==> src/rtl/vga_timing_if.sv <==
// ---------------------------------------------------------------------------
// vga_timing_if
// Raster timing bus that is passed from the timing generator to every
// downstream pixel stage.
//   hcount_out  [10:0] horizontal pixel counter
//   vcount_out  [10:0] vertical line counter
//   hsync_out          horizontal sync, active-high
//   hblnk_out          horizontal blanking
//   vsync_out          vertical sync, active-high
//   vblnk_out          vertical blanking
//   frame_start        one-cycle strobe at pixel (0,0)
// Modports: master = timing source (drives), slave = consumer (reads).
// ---------------------------------------------------------------------------
interface vga_timing_if;
    logic [10:0] hcount_out;
    logic [10:0] vcount_out;
    logic        hsync_out;
    logic        hblnk_out;
    logic        vsync_out;
    logic        vblnk_out;
    logic        frame_start;

    modport master (
        output hcount_out,
        output vcount_out,
        output hsync_out,
        output hblnk_out,
        output vsync_out,
        output vblnk_out,
        output frame_start
    );

    modport slave (
        input hcount_out,
        input vcount_out,
        input hsync_out,
        input hblnk_out,
        input vsync_out,
        input vblnk_out,
        input frame_start
    );
endinterface

==> src/rtl/vga_timing.sv <==
// ---------------------------------------------------------------------------
// vga_timing
// Raster timing generator (default 1024x768 @ 65 MHz pixel clock). Produces
// pixel/line counters, blanking flags, sync pulses and a frame-start strobe.
//   pclk   in   pixel clock, all logic on the rising edge
//   rst    in   synchronous active-high reset; all outputs go to 0
//   o_tim  out  timing bus (vga_timing_if.master)
// Flags are derived from the *next* counter values and registered alongside
// them, so every flag is aligned with the counter pair it is output with.
// ---------------------------------------------------------------------------
module vga_timing #(
    parameter int H_ACTIVE = 1024,
    parameter int H_FP     = 24,
    parameter int H_SYNC   = 136,
    parameter int H_BP     = 160,
    parameter int V_ACTIVE = 768,
    parameter int V_FP     = 3,
    parameter int V_SYNC   = 6,
    parameter int V_BP     = 29
) (
    input  logic          pclk,
    input  logic          rst,
    vga_timing_if.master  o_tim
);

    localparam int H_TOTAL = H_ACTIVE + H_FP + H_SYNC + H_BP;
    localparam int V_TOTAL = V_ACTIVE + V_FP + V_SYNC + V_BP;

    // 11-bit copies of the boundaries so every compare is width-matched.
    localparam logic [10:0] H_LAST      = 11'(H_TOTAL - 1);
    localparam logic [10:0] V_LAST      = 11'(V_TOTAL - 1);
    localparam logic [10:0] HBLNK_START = 11'(H_ACTIVE);
    localparam logic [10:0] HSYNC_START = 11'(H_ACTIVE + H_FP);
    localparam logic [10:0] HSYNC_END   = 11'(H_ACTIVE + H_FP + H_SYNC);
    localparam logic [10:0] VBLNK_START = 11'(V_ACTIVE);
    localparam logic [10:0] VSYNC_START = 11'(V_ACTIVE + V_FP);
    localparam logic [10:0] VSYNC_END   = 11'(V_ACTIVE + V_FP + V_SYNC);

    logic [10:0] r_hcount;
    logic [10:0] r_vcount;
    logic        r_hsync;
    logic        r_hblnk;
    logic        r_vsync;
    logic        r_vblnk;
    logic        r_frame_start;

    logic [10:0] w_hcount_next;
    logic [10:0] w_vcount_next;
    logic        w_hsync_next;
    logic        w_hblnk_next;
    logic        w_vsync_next;
    logic        w_vblnk_next;
    logic        w_frame_start_next;

    // Next counters: wrap by explicit compare so no value >= TOTAL appears.
    always_comb begin
        w_hcount_next = r_hcount + 11'd1;
        w_vcount_next = r_vcount;
        if (r_hcount == H_LAST) begin
            w_hcount_next = 11'd0;
            if (r_vcount == V_LAST) begin
                w_vcount_next = 11'd0;
            end else begin
                w_vcount_next = r_vcount + 11'd1;
            end
        end
    end

    // Next flags decoded from the next counters, not the current outputs.
    always_comb begin
        w_hblnk_next       = (w_hcount_next >= HBLNK_START);
        w_hsync_next       = (w_hcount_next >= HSYNC_START) &&
                             (w_hcount_next <  HSYNC_END);
        w_vblnk_next       = (w_vcount_next >= VBLNK_START);
        w_vsync_next       = (w_vcount_next >= VSYNC_START) &&
                             (w_vcount_next <  VSYNC_END);
        w_frame_start_next = (w_hcount_next == 11'd0) &&
                             (w_vcount_next == 11'd0);
    end

    always_ff @(posedge pclk) begin
        if (rst) begin
            r_hcount      <= 11'd0;
            r_vcount      <= 11'd0;
            r_hsync       <= 1'b0;
            r_hblnk       <= 1'b0;
            r_vsync       <= 1'b0;
            r_vblnk       <= 1'b0;
            r_frame_start <= 1'b0;
        end else begin
            r_hcount      <= w_hcount_next;
            r_vcount      <= w_vcount_next;
            r_hsync       <= w_hsync_next;
            r_hblnk       <= w_hblnk_next;
            r_vsync       <= w_vsync_next;
            r_vblnk       <= w_vblnk_next;
            r_frame_start <= w_frame_start_next;
        end
    end

    assign o_tim.hcount_out  = r_hcount;
    assign o_tim.vcount_out  = r_vcount;
    assign o_tim.hsync_out   = r_hsync;
    assign o_tim.hblnk_out   = r_hblnk;
    assign o_tim.vsync_out   = r_vsync;
    assign o_tim.vblnk_out   = r_vblnk;
    assign o_tim.frame_start = r_frame_start;

endmodule
==> src/flat_wrapper.sv <==
// flat-port wrapper written by rule: the top's interface ports become plain ports
module vga_timing_flat 
#(
    parameter int H_ACTIVE = 1024,
    parameter int H_FP     = 24,
    parameter int H_SYNC   = 136,
    parameter int H_BP     = 160,
    parameter int V_ACTIVE = 768,
    parameter int V_FP     = 3,
    parameter int V_SYNC   = 6,
    parameter int V_BP     = 29
)
  (pclk, rst, o_tim_hcount_out, o_tim_vcount_out, o_tim_hsync_out, o_tim_hblnk_out, o_tim_vsync_out, o_tim_vblnk_out, o_tim_frame_start);
  vga_timing_if o_tim_i ();
  input  logic pclk;
  input  logic rst;
  output wire logic [$bits(o_tim_i.hcount_out)-1:0] o_tim_hcount_out;
  output wire logic [$bits(o_tim_i.vcount_out)-1:0] o_tim_vcount_out;
  output wire logic [$bits(o_tim_i.hsync_out)-1:0] o_tim_hsync_out;
  output wire logic [$bits(o_tim_i.hblnk_out)-1:0] o_tim_hblnk_out;
  output wire logic [$bits(o_tim_i.vsync_out)-1:0] o_tim_vsync_out;
  output wire logic [$bits(o_tim_i.vblnk_out)-1:0] o_tim_vblnk_out;
  output wire logic [$bits(o_tim_i.frame_start)-1:0] o_tim_frame_start;
  assign o_tim_hcount_out = o_tim_i.hcount_out;
  assign o_tim_vcount_out = o_tim_i.vcount_out;
  assign o_tim_hsync_out = o_tim_i.hsync_out;
  assign o_tim_hblnk_out = o_tim_i.hblnk_out;
  assign o_tim_vsync_out = o_tim_i.vsync_out;
  assign o_tim_vblnk_out = o_tim_i.vblnk_out;
  assign o_tim_frame_start = o_tim_i.frame_start;
  vga_timing #(.H_ACTIVE(H_ACTIVE), .H_FP(H_FP), .H_SYNC(H_SYNC), .H_BP(H_BP), .V_ACTIVE(V_ACTIVE), .V_FP(V_FP), .V_SYNC(V_SYNC), .V_BP(V_BP)) u_core (.pclk(pclk), .rst(rst), .o_tim(o_tim_i));
endmodule
==> config.mk <==
export PLATFORM = sky130hd
export DESIGN_NAME = vga_timing_flat
export DESIGN_NICKNAME = d
export VERILOG_FILES = /design/src/rtl/vga_timing_if.sv /design/src/rtl/vga_timing.sv /design/src/flat_wrapper.sv
export SDC_FILE = /design/constraint.sdc
export NUM_CORES = 1
export LEC_CHECK = 0
export BUFFER_PORTS_ARGS = -buffer_cell sky130_fd_sc_hd__clkbuf_2
export CAP_MARGIN = 20
export CORE_MARGIN = 2
export CORE_UTILIZATION = 50
export CTS_CLUSTER_SIZE = 25
export DETAILED_ROUTE_END_ITERATION = 8
export PLACE_DENSITY = 0.76
export SLEW_MARGIN = 20
export SYNTH_ARGS = -nofsm -noshare
export SYNTH_HDL_FRONTEND = slang
export SYNTH_SLANG_ARGS = --single-unit
==> constraint.sdc <==
create_clock -name pclk -period 2.01 [get_ports pclk]
set_input_delay 0.402 -clock pclk [delete_from_list [all_inputs] [get_ports pclk]]
set_output_delay 0.402 -clock pclk [all_outputs]
set_load 0.01 [all_outputs]
# Word level (Yosys, flattened, before mapping)
# Cells that the tools add are included.
[word_totals] output_inout_bits=27 regBits=27
[op_classes] order_cmp=6 n_reduce_logical=5 eq_ne=2 n_addsub=2 mux=3
[ops] operator="two-way mux 11 bit" n=3
[ops] operator="adder 11 x 1 -> 11 bit, second input constant" n=2
[ops] operator=">= comparator 11 x 10 -> 1 bit, second input constant" n=2
[ops] operator=">= comparator 11 bit, second input constant" n=2
[ops] operator="logical NOT 11 bit" n=2
[ops] operator="== test 11 x 10 -> 1 bit, second input constant" n=1
[ops] operator="== test 11 bit, second input constant" n=1
[ops] operator="less-than comparator 11 x 10 -> 1 bit, second input constant" n=1
[ops] operator="less-than comparator 11 bit, second input constant" n=1
[ops] operator="logical AND 1 bit" n=3

# Logic depth before layout (Yosys ltp)
[logic_depth] word_depth=5 depth_mapped=10

# Worst setup path before layout
# No wires, ideal clock.
[synth_path] path_type="register to register" startpoint="register u_core.r_hcount[7], in the netlist u_core.o_tim.hcount_out[7]" endpoint="register u_core.r_frame_start, in the netlist u_core.o_tim.frame_start" stages_incl_launch_ff=8 n_path_buf=1 period_less_slack_ns=2.190 required_time_ns=1.918 setup_time_ns=0.092 slack_ns=-0.180 arrival_time_ns=2.098 path_cell_list="dfxtp_1 > buf_6 > or4b_4 > nor4_4 > nand4_2 > mux2i_2 > nand3_1 > nor4_1"
[synth_between] elab_chain_len=4 word_cells_on_any_way=7 classes_between="add/sub (1); eq/ne (1); mux (2); reduce/logical (3)"
[synth_lines] element="start, declared" line_no="vga_timing.sv:39" text="logic [10:0] r_hcount;"
[synth_lines] element="start signal, assigned" line_no="vga_timing.sv:91" text="r_hcount <= w_hcount_next;"
[synth_lines] element="adder 11 x 1 -> 11 bit or == test 11 bit (tied branches)" line_no="vga_timing.sv:57, vga_timing.sv:59"
[synth_lines] element="two-way mux 11 bit" line_no="vga_timing.sv:59" text="if (r_hcount == H_LAST) begin"
[synth_lines] element="logical NOT 11 bit (on tied branches)" line_no="vga_timing.sv:77, vga_timing.sv:78"
[synth_lines] element="logical AND 1 bit (*)" line_no="vga_timing.sv:77" text="w_frame_start_next = (w_hcount_next == 11'd0) &&"
[synth_lines] element="end signal, assigned" line_no="vga_timing.sv:97" text="r_frame_start <= w_frame_start_next;"
[synth_lines] element="end, declared" line_no="vga_timing.sv:45" text="logic r_frame_start;"
# Mark *: on every way between the ends. The rest lies on a longest branch, timed or not.
# A chain may end at the register's enable or synchronous reset.

# Final worst setup path
# Ends and elaborated chain as after synthesis.

==> reports/metrics.yaml <==
run_status:
  status: "finished, violations left"
  violations: "negative setup slack"
global_routing:
  grt_max_degree: 20
  grt_pass1_wl_mm: 7.41
  grt_pass1_vias: 1688
  grt_antenna_before_repair: 0
  grt.overflow.total: 0
  grt_usage_pct: 27.0
yosys:
  synth-seq-cells: 27
  synth_ff_type: "dfxtp_1"
  synth_cells: 197
  synth_edf_count: 0
  synthTopCellsByArea: "dfxtp_1 (33%), xnor2_1 (4.9%), nor2_1 (4.4%)"
  yosysTopAreaCell: "dfxtp_1"
  netlist_area_um2: 1620
  synth_top_area_share_pct: 33.4
  async_reset_ff_share_pct: 0
  synthDistinctLibCells: 54
  yosys_warnings: 0
  synth_fp_nets: 202
  syn_area_per_cell_um2: 8.21
  synth.yosys.seq_area_share_pct: 33.4
sta:
  max_freq_mhz: 470
  tightest_slew_ns: 0.393
  setup_tns_ns: -0.219
  setup_viol_count_final: 3
  grt_setup_unrepaired: "true"
  period_share_pct: 106
  setup_slack_ns: -0.118
  skew_ns: 0.00425
  min_period_ns: 2.13
  slew_headroom_pct: 73.5
  maxSlewViolCount: 0
  hold_viol: 0
clock_tree:
  cts_root_buf: "clkbuf_4"
  clk_pin_slew_ns: 0.15
  htree_num_levels: 1
  hold_buffers: 0
  numClockSinks: 27
  cts-buffers-inserted: 3
  clkLatencyLatePin_ns: 0.35
  cts_tree: "built"
  cts_buffer_depth: 2
cells_and_area:
  nets: 276
  fin_cells: 314
  drive_gt1_share_pct: 42.6
  synthToLayoutAreaGrowth_pct: 41.4
  num_antenna_cells: 0
  stdcell_area_um2: 2290
  fillers: 262
detailed_routing:
  drt_iter0_drc: 74
  ant_nets: 0
  wl_per_cell_um: 14.9
  dr.pass1.iters: 4
  wl_mm: 4.67
  vias: 1777
  vias_per_cell: 5.66
  remaining_drc_errors: 0
setup_path:
  rrSetupSlack_ns: -0.12
  worstSetupEndpoint: "u_core.o_tim.frame_start"
  critPathLaunch: "u_core.o_tim.hcount_out[7]"
  regToRegEndpoint: "u_core.o_tim.frame_start"
  crit_path_end_kind: "register"
  path_cells: "or4b_4 -> buf_6 -> nor4_4 -> xnor2_1 -> buf_4 -> a21o_1 -> nand3_1 -> nor4_1"
  cp.depth: 8
  cp_slowest_cell: "or4b_4"
  cp-start-kind: "register"
  critPathKind: "reg2reg"
  reg2regPathDepth: 8
  crit_path_max_fanout: 3
  cp_top_family: "simple AND/OR/NAND/NOR gates"
  crit_buf_inv: 2
  regToRegStartpoint: "u_core.o_tim.hcount_out[7]"
  critPathMaxStageDelay_ns: 0.57
  cp_data_arrival_time_ns: 2.40
  critPathRequiredTime_ns: 2.28
place:
  dp_hpwl_mm: 3.28
  post-place-ws_ns: -0.215
  io_buffers: 28
  place.gp.congestion: 0.875
  placed_cells: 300
  placed_area_um2: 2090
floorplan:
  pin_count: 29
  die_area_um2: 3700
  core-area_um2: 3050
  std_cell_rows: 20
  fp.dieH_um: 60.9
  die_w_um: 60.9
  start_util_pct: 53.0
power_and_ir_drop:
  p_leak_uw: 0.00102
  irDropWorstVdd_mv: 0.383
  power.density_nw_per_um2: 367
job:
  cap_violations: 0
worst_hold_path:
  min_path_type: "in2reg"
==> worst reg2reg max path: cells and delay by family, from the launching register on <==
| family | cells | cell delay (ns) |
|---|---|---|
| AOI/OAI and AO/OA | 1 | 0.09 |
| xor gates and xnor gates | 1 | 0.18 |
| buffers and inverters | 2 | 0.32 |
| and+or+nand+nor | 4 | 1.12 |
| DFF | 1 | 0.37 |
==> power breakdown <==
group / internal, uW / switching [uW] / total (uW)
Sequential: 541 / 3.25 / 545
Combinational: 19.3 / 23.9 / 43.2
Clock: 75.3 / 177 / 252
Total: 636 / 204 / 839
==> Yosys cell counts, drive strengths merged (2+ instances only) <==
master / n
nor4: 5
nand4: 7
nand2: 9
xnor2: 9
and2: 3
dfxtp: 27
or3: 2
o22ai: 3
nor4bb: 3
inv: 4
nor3: 13
xor2: 3
nor2: 19
nand3b: 3
mux2i: 4
a211oi: 3
nand3: 9
a21oi: 11
buf: 4
ha: 3
and3: 8
o21ai: 8
clkbuf: 12
nor2b: 5
==> stage by stage <==
| stage | hold slack [ns] | power [uW] | util, % |
|---|---|---|---|
| 6_report | 0.311 | 839 | 74.9 |
| 3_3_place_gp | 0.526 | 597 | 68.4 |
| 2_1_floorplan | 0.466 | 576 | - |
| 4_1_cts | 0.303 | 842 | 73.9 |
| 3_5_place_dp | 0.534 | 598 | 68.4 |
| 5_1_grt | 0.328 | 866 | 74.9 |
==> sequential cells by signal, summed over array words and instances, names as in the netlist <==
name and flops:
u_core.o_tim.hcount_out 11, u_core.o_tim.hblnk_out 1, u_core.o_tim.vsync_out 1, u_core.o_tim.hsync_out 1, u_core.o_tim.frame_start 1, u_core.o_tim.vcount_out 11, u_core.o_tim.vblnk_out 1
==> cell type report <==
cell class	instances	area [um2]	area share (%)
clock inverters	1	5.00	0.219
flip-flops and latches	27	546	23.9
clock buffers	3	22.5	0.985
repair buffers	85	579	25.3
inverters	4	15.0	0.657
well taps	44	55.1	2.41
multi-input cells	150	1060	46.5
==> cell usage in the layout, fill, tap and decap left out, drive strengths merged, types with 2 or more instances in the layout <==
cell / count
buf: 57
clkbuf: 31
dfxtp: 27
nor2: 19
nor3: 13
a21oi: 11
nand3: 9
xnor2: 9
nand2: 9
and3: 8
o21ai: 8
nand4: 7
nor2b: 5
nor4: 5
inv: 4
mux2i: 4
nor4bb: 3
and2: 3
nand3b: 3
xor2: 3
ha: 3
a211oi: 3
o22ai: 3
or3: 2
==> worst min path at each step <==
stage | from | slack, ns | endpoint | cells past startpoint
floorplan | rst | 0.47 | u_core.o_tim.hcount_out[7] | 1
global placement | u_core.o_tim.hcount_out[0] | 0.53 | u_core.o_tim.hcount_out[0] | 2
detailed placement | u_core.o_tim.hcount_out[0] | 0.53 | u_core.o_tim.hcount_out[0] | 2
CTS | rst | 0.30 | u_core.o_tim.vcount_out[10] | 2
global route | rst | 0.33 | u_core.o_tim.vcount_out[10] | 2
finish | rst | 0.31 | u_core.o_tim.vcount_out[10] | 2
==> repair_timing <==
| item | 4_1_cts | 5_1_grt |
|---|---|---|
| cloned | 0 | 0 |
| setup buffers | 10 | 0 |
| pin swaps | 8 | 5 |
| gates resized for setup | 13 | 10 |
| endpoints found under the setup margin | 5 | 6 |
==> logic make-up after synthesis <==
group	synth area share [%]
buf+inv	5.96
flops	33.4
xor+xnor	6.50
mux	3.41
simple gates	32.5
compound gates	15.9
fa+ha+maj	2.32
==> layer usage <==
metal / GRT usage, % / part of all wire [%] / vias to the layer above
met5: 0 / 0 / -
met4: 12.1 / 2.9 / 0
met3: 3.62 / 5.0 / 16
met2: 46.9 / 51 / 57
met1: 33.0 / 41 / 829
li1: - / - / 875
Note: power is estimated with default switching activity, not from simulation.
